### src/rtl/nsa_pkg.sv
// Shared constants and FSM state encoding for the nibble-serial adder.
package nsa_pkg;

  localparam int unsigned NIBBLE_W = 4;

  typedef enum logic [1:0] {
    IDLE = 2'd0,
    RUN  = 2'd1,
    DONE = 2'd2
  } nsa_state_e;

endpackage : nsa_pkg

### src/rtl/cla4_slice.sv
// Combinational 4-bit carry-lookahead adder slice.
module cla4_slice
  import nsa_pkg::*;
(
  input  logic [NIBBLE_W-1:0] a,
  input  logic [NIBBLE_W-1:0] b,
  input  logic                cin,
  output logic [NIBBLE_W-1:0] s,
  output logic                cout
);

  logic [NIBBLE_W-1:0] p;
  logic [NIBBLE_W-1:0] g;
  logic [NIBBLE_W-1:0] c;

  assign p = a ^ b;
  assign g = a & b;

  // Every carry is formed directly from generate/propagate terms, not rippled.
  assign c[0] = cin;
  assign c[1] = g[0] | (p[0] & cin);
  assign c[2] = g[1] | (p[1] & g[0]) | (p[1] & p[0] & cin);
  assign c[3] = g[2] | (p[2] & g[1]) | (p[2] & p[1] & g[0]) | (p[2] & p[1] & p[0] & cin);
  assign cout = g[3] | (p[3] & g[2]) | (p[3] & p[2] & g[1]) | (p[3] & p[2] & p[1] & g[0])
              | (p[3] & p[2] & p[1] & p[0] & cin);

  assign s = p ^ c;

endmodule : cla4_slice

### src/rtl/nibble_serial_adder.sv
// Multi-cycle adder: one nibble per cycle through a single CLA slice, valid/ready on both sides.
// Optional signed-overflow output enabled by NIBBLE_SERIAL_ADDER_OVF_EN.
module nibble_serial_adder
  import nsa_pkg::*;
#(
  parameter int unsigned WIDTH = 16
) (
  input  logic             clk,
  input  logic             rst_n,
  input  logic             in_valid,
  output logic             in_ready,
  input  logic [WIDTH-1:0] a,
  input  logic [WIDTH-1:0] b,
  input  logic             cin,
  output logic             out_valid,
  input  logic             out_ready,
  output logic [WIDTH-1:0] sum,
  output logic             cout
`ifdef NIBBLE_SERIAL_ADDER_OVF_EN
  ,
  output logic             ovf
`endif
);

  localparam int unsigned NIBBLES  = WIDTH / NIBBLE_W;
  localparam int unsigned IDX_W    = (NIBBLES > 1) ? $clog2(NIBBLES) : 1;
  localparam logic [IDX_W-1:0] LAST_IDX = IDX_W'(NIBBLES - 1);

  nsa_state_e                          state_q, state_d;
  logic [NIBBLES-1:0][NIBBLE_W-1:0]    a_q, a_d;
  logic [NIBBLES-1:0][NIBBLE_W-1:0]    b_q, b_d;
  logic [NIBBLES-1:0][NIBBLE_W-1:0]    sum_q, sum_d;
  logic [IDX_W-1:0]                    idx_q, idx_d;
  logic                                carry_q, carry_d;
  logic                                in_ready_q, in_ready_d;
  logic                                out_valid_q, out_valid_d;
  logic [NIBBLE_W-1:0]                 slice_s;
  logic                                slice_co;
`ifdef NIBBLE_SERIAL_ADDER_OVF_EN
  logic                                ovf_q, ovf_d;
`endif

  cla4_slice u_slice (
    .a    (a_q[idx_q]),
    .b    (b_q[idx_q]),
    .cin  (carry_q),
    .s    (slice_s),
    .cout (slice_co)
  );

  // Next-state and registered-output logic.
  always_comb begin
    state_d     = state_q;
    a_d         = a_q;
    b_d         = b_q;
    sum_d       = sum_q;
    idx_d       = idx_q;
    carry_d     = carry_q;
    in_ready_d  = in_ready_q;
    out_valid_d = out_valid_q;
`ifdef NIBBLE_SERIAL_ADDER_OVF_EN
    ovf_d       = ovf_q;
`endif
    unique case (state_q)
      IDLE: begin
        if (in_valid) begin
          a_d        = a;
          b_d        = b;
          carry_d    = cin;
          idx_d      = '0;
          in_ready_d = 1'b0;
          state_d    = RUN;
        end
      end
      RUN: begin
        sum_d[idx_q] = slice_s;
        carry_d      = slice_co;
        idx_d        = idx_q + IDX_W'(1);
        if (idx_q == LAST_IDX) begin
          idx_d       = '0;
          out_valid_d = 1'b1;
          state_d     = DONE;
`ifdef NIBBLE_SERIAL_ADDER_OVF_EN
          ovf_d = (a_q[NIBBLES-1][NIBBLE_W-1] == b_q[NIBBLES-1][NIBBLE_W-1])
               && (slice_s[NIBBLE_W-1] != a_q[NIBBLES-1][NIBBLE_W-1]);
`endif
        end
      end
      DONE: begin
        // Returning through IDLE guarantees a bubble between consecutive results.
        if (out_ready) begin
          out_valid_d = 1'b0;
          in_ready_d  = 1'b1;
          state_d     = IDLE;
        end
      end
      default: begin
        out_valid_d = 1'b0;
        in_ready_d  = 1'b1;
        state_d     = IDLE;
      end
    endcase
  end

  always_ff @(posedge clk or negedge rst_n) begin
    if (!rst_n) begin
      state_q     <= IDLE;
      a_q         <= '0;
      b_q         <= '0;
      sum_q       <= '0;
      idx_q       <= '0;
      carry_q     <= 1'b0;
      in_ready_q  <= 1'b1;
      out_valid_q <= 1'b0;
`ifdef NIBBLE_SERIAL_ADDER_OVF_EN
      ovf_q       <= 1'b0;
`endif
    end else begin
      state_q     <= state_d;
      a_q         <= a_d;
      b_q         <= b_d;
      sum_q       <= sum_d;
      idx_q       <= idx_d;
      carry_q     <= carry_d;
      in_ready_q  <= in_ready_d;
      out_valid_q <= out_valid_d;
`ifdef NIBBLE_SERIAL_ADDER_OVF_EN
      ovf_q       <= ovf_d;
`endif
    end
  end

  assign in_ready  = in_ready_q;
  assign out_valid = out_valid_q;
  assign sum       = sum_q;
  assign cout      = carry_q;
`ifdef NIBBLE_SERIAL_ADDER_OVF_EN
  assign ovf       = ovf_q;
`endif

endmodule : nibble_serial_adder

### config.mk
export PLATFORM = sky130hd
export DESIGN_NAME = nibble_serial_adder
export DESIGN_NICKNAME = d
export VERILOG_FILES = /design/src/rtl/nsa_pkg.sv /design/src/rtl/cla4_slice.sv /design/src/rtl/nibble_serial_adder.sv
export SDC_FILE = /design/constraint.sdc
export NUM_CORES = 1
export LEC_CHECK = 0
export ABC_CLOCK_PERIOD_IN_PS = 2600
export CAP_MARGIN = 30
export CORE_MARGIN = 5
export CORE_UTILIZATION = 39
export CTS_BUF_LIST = sky130_fd_sc_hd__clkbuf_16
export CTS_CLUSTER_SIZE = 40
export DETAILED_ROUTE_END_ITERATION = 6
export SYNTH_ARGS = -nofsm -noshare
export SYNTH_HDL_FRONTEND = slang
export SYNTH_SLANG_ARGS = --single-unit
### constraint.sdc
create_clock -name clk -period 2.6 [get_ports clk]
set_input_delay 0.52 -clock clk [delete_from_list [all_inputs] [get_ports clk]]
set_output_delay 0.52 -clock clk [all_outputs]
set_load 0.01 [all_outputs]
# Word level (Yosys, flattened, before mapping)
# Index checks and enable logic that the tools add are counted.
classes:
  div: 0
  n_mux: 22
  n_eq_ne: 6
  n_reduce_logical: 8
  add_sub_neg: 1
  shifts: 0
  bitwise_logic: 31
  n_lt_le_gt_ge: 2
  multipliers: 0
op_table:
  columns: ["operator", "n"]
  rows:
  - ["$and A1 B1 Y1", 16]
  - ["$bmux W4 S2", 2]
  - ["$bwmux W16", 1]
  - ["$mux W4", 3]
  - ["$mux W2", 5]
  - ["$or A1 B1 Y1", 10]
  - ["$reduce_and A3 Y1", 3]
  - ["$demux W4 S2", 1]
  - ["$xor A4 B4 Y4", 2]
  - ["$ne A2 B2 Y1 const B", 3]
  - ["$pmux W1 S3", 2]
  - ["$pmux W2 S3", 1]
  - ["$mux W1", 5]
  - ["$and A4 B4 Y4", 1]
  - ["$eq A2 B2 Y1 const B", 2]
  - ["$pmux W2 S2", 1]
  - ["$reduce_and A2 Y1", 2]
  - ["$lt A2 B3 Y1 const B", 1]
  - ["$add A2 B1 Y2 const B", 1]
  - ["$eq A2 B1 Y1 const B", 1]
  - ["$ge A2 B1 Y1 const B", 1]
  - ["$logic_not A2 Y1", 1]
  - ["$not A1 Y1", 2]
  - ["$pmux W1 S2", 1]
  - ["other kinds (2)", 2]
totals:
  latchBits: 0
  register_bits: 55
  romBits: 0
  mem_count: 0
  ramBits: 0

# Logic depth before layout (Yosys ltp)
logic_depth:
  depth_word: 9
  depth_mapped: 7

# Modules after synthesis
# From an unflattened synthesis, not the netlist that was laid out.
unflattened:
  hier_cells: 171
  area_unflattened_um2: 2539.9
by_module_without_submodules:
  columns: ["mod", "cells_per_inst", "instances", "area_each_um2"]
  rows:
  - ["nibble_serial_adder", 154, 1, 2392.3]
  - ["cla4_slice", 17, 1, 147.6]

# Worst setup path after synthesis
# Ideal clock, no wire load.
synth_path:
  path_kind: "reg-to-reg"
  from: "register idx_q[0]"
  to: "register carry_q (netlist: cout)"
  arrival_time_ps: 2233
  path_buffers: 2
  path_slack_ps: 241
  setup_time_ps: 126
  synth_period_minus_slack_ps: 2359
  stages_incl_launch_ff: 8
  cell_sequence: "dfrtp_1 buf_2 mux4_2 ha_1 a211oi_2 buf_6 o21bai_1 a221o_1"
synth_via:
  elab_chain_cells: 9
  word_cells_on_any_way: 18
  classes_between: "5 x mux; 13 x bitwise"
synth_rtl:
  columns: ["element", "line_no", "source"]
  rows:
  - ["start: declaration", "nibble_serial_adder.sv:33", "logic [IDX_W-1:0] idx_q, idx_d;"]
  - ["start signal: assignment", "nibble_serial_adder.sv:123", "idx_q <= idx_d;"]
  - ["$bmux W4 S2, on equally long branches", "nibble_serial_adder.sv:44, nibble_serial_adder.sv:45", null]
  - ["$mux W4, on equally long branches", "nibble_serial_adder.sv:44, nibble_serial_adder.sv:45", null]
  - ["$xor A4 B4 Y4 / $and A4 B4 Y4 (equally long branches)", "cla4_slice.sv:16, cla4_slice.sv:17", null]
  - ["$and A1 B1 Y1, on equally long branches", "cla4_slice.sv:24, cla4_slice.sv:25", null]
  - ["$or A1 B1 Y1 (tied with other cells) (2 in a row)", "cla4_slice.sv:24", "assign cout = g[3] | (p[3] & g[2]) | (p[3] & p[2] & g[1]) | (p[3] & p[2] & p[1] & g[0])"]
  - ["$or A1 B1 Y1 / $and A1 B1 Y1 (equally long branches)", "cla4_slice.sv:24, cla4_slice.sv:25", null]
  - ["$or A1 B1 Y1 *", "cla4_slice.sv:25", "| (p[3] & p[2] & p[1] & p[0] & cin);"]
  - ["$pmux W1 S2 *", "nibble_serial_adder.sv:64", "unique case (state_q)"]
  - ["end signal: assignment", "nibble_serial_adder.sv:124", "carry_q <= carry_d;"]
  - ["end: declaration", "nibble_serial_adder.sv:34", "logic carry_q, carry_d;"]
# Mark *: on every way between the ends. The rest lies on a longest branch, timed or not. The select of a mux whose other input is x is not followed.
# A chain may end at the register's enable or synchronous reset.

# Final worst setup path
layout_path:
  from: "register idx_q[0]"
  to: "register sum_q, in the netlist sum[15]"
layout_via:
  elab_chain_cells: 9
  word_cells_on_any_way: 21
  classes_between: "2 x order compare; 7 x mux; 11 x bitwise; 1 x reduce/logical"
layout_rtl:
  columns: ["element", "line_no", "source"]
  rows:
  - ["$bmux W4 S2, on equally long branches", "nibble_serial_adder.sv:44, nibble_serial_adder.sv:45", null]
  - ["$mux W4, on equally long branches", "nibble_serial_adder.sv:44, nibble_serial_adder.sv:45", null]
  - ["$xor A4 B4 Y4 / $and A4 B4 Y4 (equally long branches)", "cla4_slice.sv:16, cla4_slice.sv:17", null]
  - ["$and A1 B1 Y1", "cla4_slice.sv:23", "assign c[3] = g[2] | (p[2] & g[1]) | (p[2] & p[1] & g[0]) | (p[2] & p[1] & p[0] & cin);"]
  - ["$or A1 B1 Y1 / $and A1 B1 Y1 (equally long branches) (2 in a row)", "cla4_slice.sv:23", null]
  - ["$or A1 B1 Y1", "cla4_slice.sv:23", null]
  - ["$xor A4 B4 Y4", "cla4_slice.sv:27", "assign s = p ^ c;"]
  - ["$bwmux W16 *", "nibble_serial_adder.sv:76", "sum_d[idx_q] = slice_s;"]
  - ["end signal: assignment", "nibble_serial_adder.sv:122", "sum_q <= sum_d;"]
  - ["end: declaration", "nibble_serial_adder.sv:32", "logic [NIBBLES-1:0][NIBBLE_W-1:0] sum_q, sum_d;"]
# Marked as above.

==> out/metrics.cfg <==
[drt]
routed.top_layer = met4
via_per_inst = 5.13
met3_wirelength_um = 347
wire_per_inst_um = 15.4
drtIter0Drc = 70
vias = 1707
wirelength_um = 5140
ant_nets = 0
wl_met2_um = 2330
first_pass_iters = 4
drc = 0
met1_length_um = 2400

[yosys]
synth_compound_area_frac = 0.0781
synthFlopType = dfrtp_1
synth-seq-cells = 55
yosys.area_share.simple = 0.101
synth_top_family_by_area = multiplexers
async_flop_share = 1.00
syn_inst = 195
synthAdderAreaFrac = 0.0449
yosysUniqueCellTypes = 35
synth_edf_count = 0
synth_top_area_frac = 0.505
syn_area_per_cell_um2 = 13.7
yosysTopAreaCell = dfrtp_1
synth_area_leaders = dfrtp_1 51%, mux2_2 13%, mux4_2 6.7%
ys_warn_count = 0
mappedNetlistArea_um2 = 2670
synth.area.mux_share = 0.217
synth_xor_area_frac = 0.00328
yosysSeqAreaShare = 0.515
syn-num-nets = 241

[sta]
setup_viol = 0
tightest_slew_ns = 0.682
fin_crit_sh = 0.891
max_freq_mhz = 432
report.final.slew_viol_count = 0
fin_crit_ns = 2.32
skew_ns = 0.00548
setup_ws_ns = 0.285
rsz0062_at_grt = false
finalSetupTns_ns = 0
hold_viol = 0
slew_headroom = 0.545

[floorplanning]
initial_core_util = 0.398
boundaryPins = 56
rows = 30
die_h_um = 92.8
die_area_um2 = 8610
coreArea_um2 = 6720
die_w_um = 92.8

[finish]
fin_util = 0.508
multi_input_area_um2 = 1190
register_area_um2 = 1380
syn2layout_area_growth_pct = 27.7
fill_cells = 610
layout-drive-gt1-share = 0.245
diodes = 0
fin_nets = 298

[power_and_ir_drop]
total_power_mw = 4.74
vdd_drop_max_v = 0.000442
p_leak_nw = 1.46
powerDensity_nw_per_um2 = 1390

[grt]
grt_max_degree = 56
grt_first_pass_wirelength_um = 8640
grt_usage = 0.127
grt-ovfl-total = 0
antenna_found_initial = 0
grt_pass1_vias = 1755

[place]
dp_slack_ns = 0.127
io_buffers = 55
gp_congestion = 0.783
dp_hpwl_um = 3830

[cts]
insertion_delay_ns = 0.29
cts_tree = yes
cts_root_buf = clkbuf_16
cts.sinks = 55
cts-htree-levels = 2
path_clk_slew_ns = 0.07
cts_hold_buffers = 0
clock_path_buffers = 2
numCtsBuffers = 5

[setup_path]
critical_path.startpoint_type = register
end_kind = register
startpoint = idx_q[0]$_DFFE_PN0P_
required_ns = 2.82
r2r-start = idx_q[0]$_DFFE_PN0P_
arrival_ns = 2.54
path_class = register to register
rrSetupSlack_ns = 0.28
critPathMaxFanout = 9

[outcome]
status = finished, final reports clean

[flow_run]
maxCapViolations = 0

[hold_path]
min_path_type = input pin to asynchronous set/reset pin

-- final timing paths --
kind | cells after the start | end
max | 5 | sum[15]$_DFFE_PN0P_
min | 2 | sum[6]$_DFFE_PN0P_
max reg2reg | 5 | sum[15]$_DFFE_PN0P_
min reg2reg | 2 | sum[10]$_DFFE_PN0P_
max in group asynchronous | 2 | idx_q[0]$_DFFE_PN0P_
min in group clk | 2 | sum[10]$_DFFE_PN0P_
-- stage by stage --
step / hold WS [ns] / instances / instance area [um2]
after floorplan: 0.224 / 195 / 2670
after global placement: 0.460 / 325 / 3270
after detailed placement: 0.470 / 325 / 3270
after CTS: 0.388 / 333 / 3410
after global routing: 0.427 / 333 / 3420
final: 0.364 / 333 / 3420
-- state kept, by name, indices dropped and copies added, names as in the netlist --
name       cells
in_ready       1
state_q        2
idx_q          2
b_q           16
out_valid      1
cout           1
a_q           16
sum           16
-- report_power, final --
group	total, mW	internal (mW)	switching, mW
registers	1.62	1.29	0.332
clock network	0.645	0.352	0.293
logic	2.47	1.31	1.16
-- final cells by class --
type | instances | area share
timing repair buffer | 59 | 0.172
clock buffer | 5 | 0.0366
clock inverter | 3 | 0.00476
inverter | 5 | 0.00549
tap | 80 | 0.0293
multi-input combinational | 126 | 0.348
sequential | 55 | 0.404
-- cells in the final DEF (no fill, tap or decap), drive strengths merged, types with 2 or more instances in the layout --
| master | Yosys | final |
|---|---|---|
| a21oi | 5 | 5 |
| nand3b | 5 | 5 |
| mux2i | 4 | 4 |
| clkbuf | 0 | 5 |
| a22o | 2 | 2 |
| nand3 | 4 | 4 |
| mux2 | 32 | 32 |
| nand2 | 16 | 16 |
| o2111ai | 4 | 4 |
| mux4 | 8 | 8 |
| buf | 9 | 5 |
| inv | 5 | 6 |
| o31ai | 4 | 4 |
| o21bai | 2 | 2 |
| o21ai | 10 | 10 |
| nor2 | 6 | 6 |
| or4 | 4 | 4 |
| ha | 8 | 8 |
| nor2b | 3 | 3 |
| dfrtp | 54 | 54 |
| nand2b | 2 | 2 |
| clkdlybuf4s50 | 0 | 54 |
-- per-layer routing --
metal / GRT usage / up-vias
met5: 0 / -
met4: 0.0379 / 0
met3: 0.0406 / 7
met2: 0.198 / 49
met1: 0.169 / 821
li1: - / 830
-- worst max-delay path, cell delays in order, from the launching register on --
cell	delay (ns)
dfrtp_2	0.52
buf_4	0.20
mux4_2	0.51
ha_1	0.38
or4_1	0.55
nand3_1	0.09
-- cell usage after synthesis, types with 5 or more instances --
library cell / count
dfrtp_1: 54
mux2_2: 31
buf_6: 7
nor2_1: 5
ha_1: 8
o21ai_0: 9
nand2_1: 16
mux4_2: 8
a21oi_1: 5
inv_1: 5
-- kinds of logic (layout without fill, tap and decap cells) --
| kind of cell | after synthesis | count (layout) |
|---|---|---|
| AOI/OAI and AO/OA | 30 | 30 |
| xor gates and xnor gates | 1 | 1 |
| adders and majority gates | 9 | 9 |
| buffers and inverters | 14 | 72 |
| DFF | 55 | 55 |
| muxes | 44 | 44 |
| and+or+nand+nor | 42 | 42 |
-- repair_timing --
action	CTS	global route
setup endpoints to repair	0	8
resized for setup	0	1
buffers inserted	0	0
No activity file was read; power rests on OpenSTA's default activity.
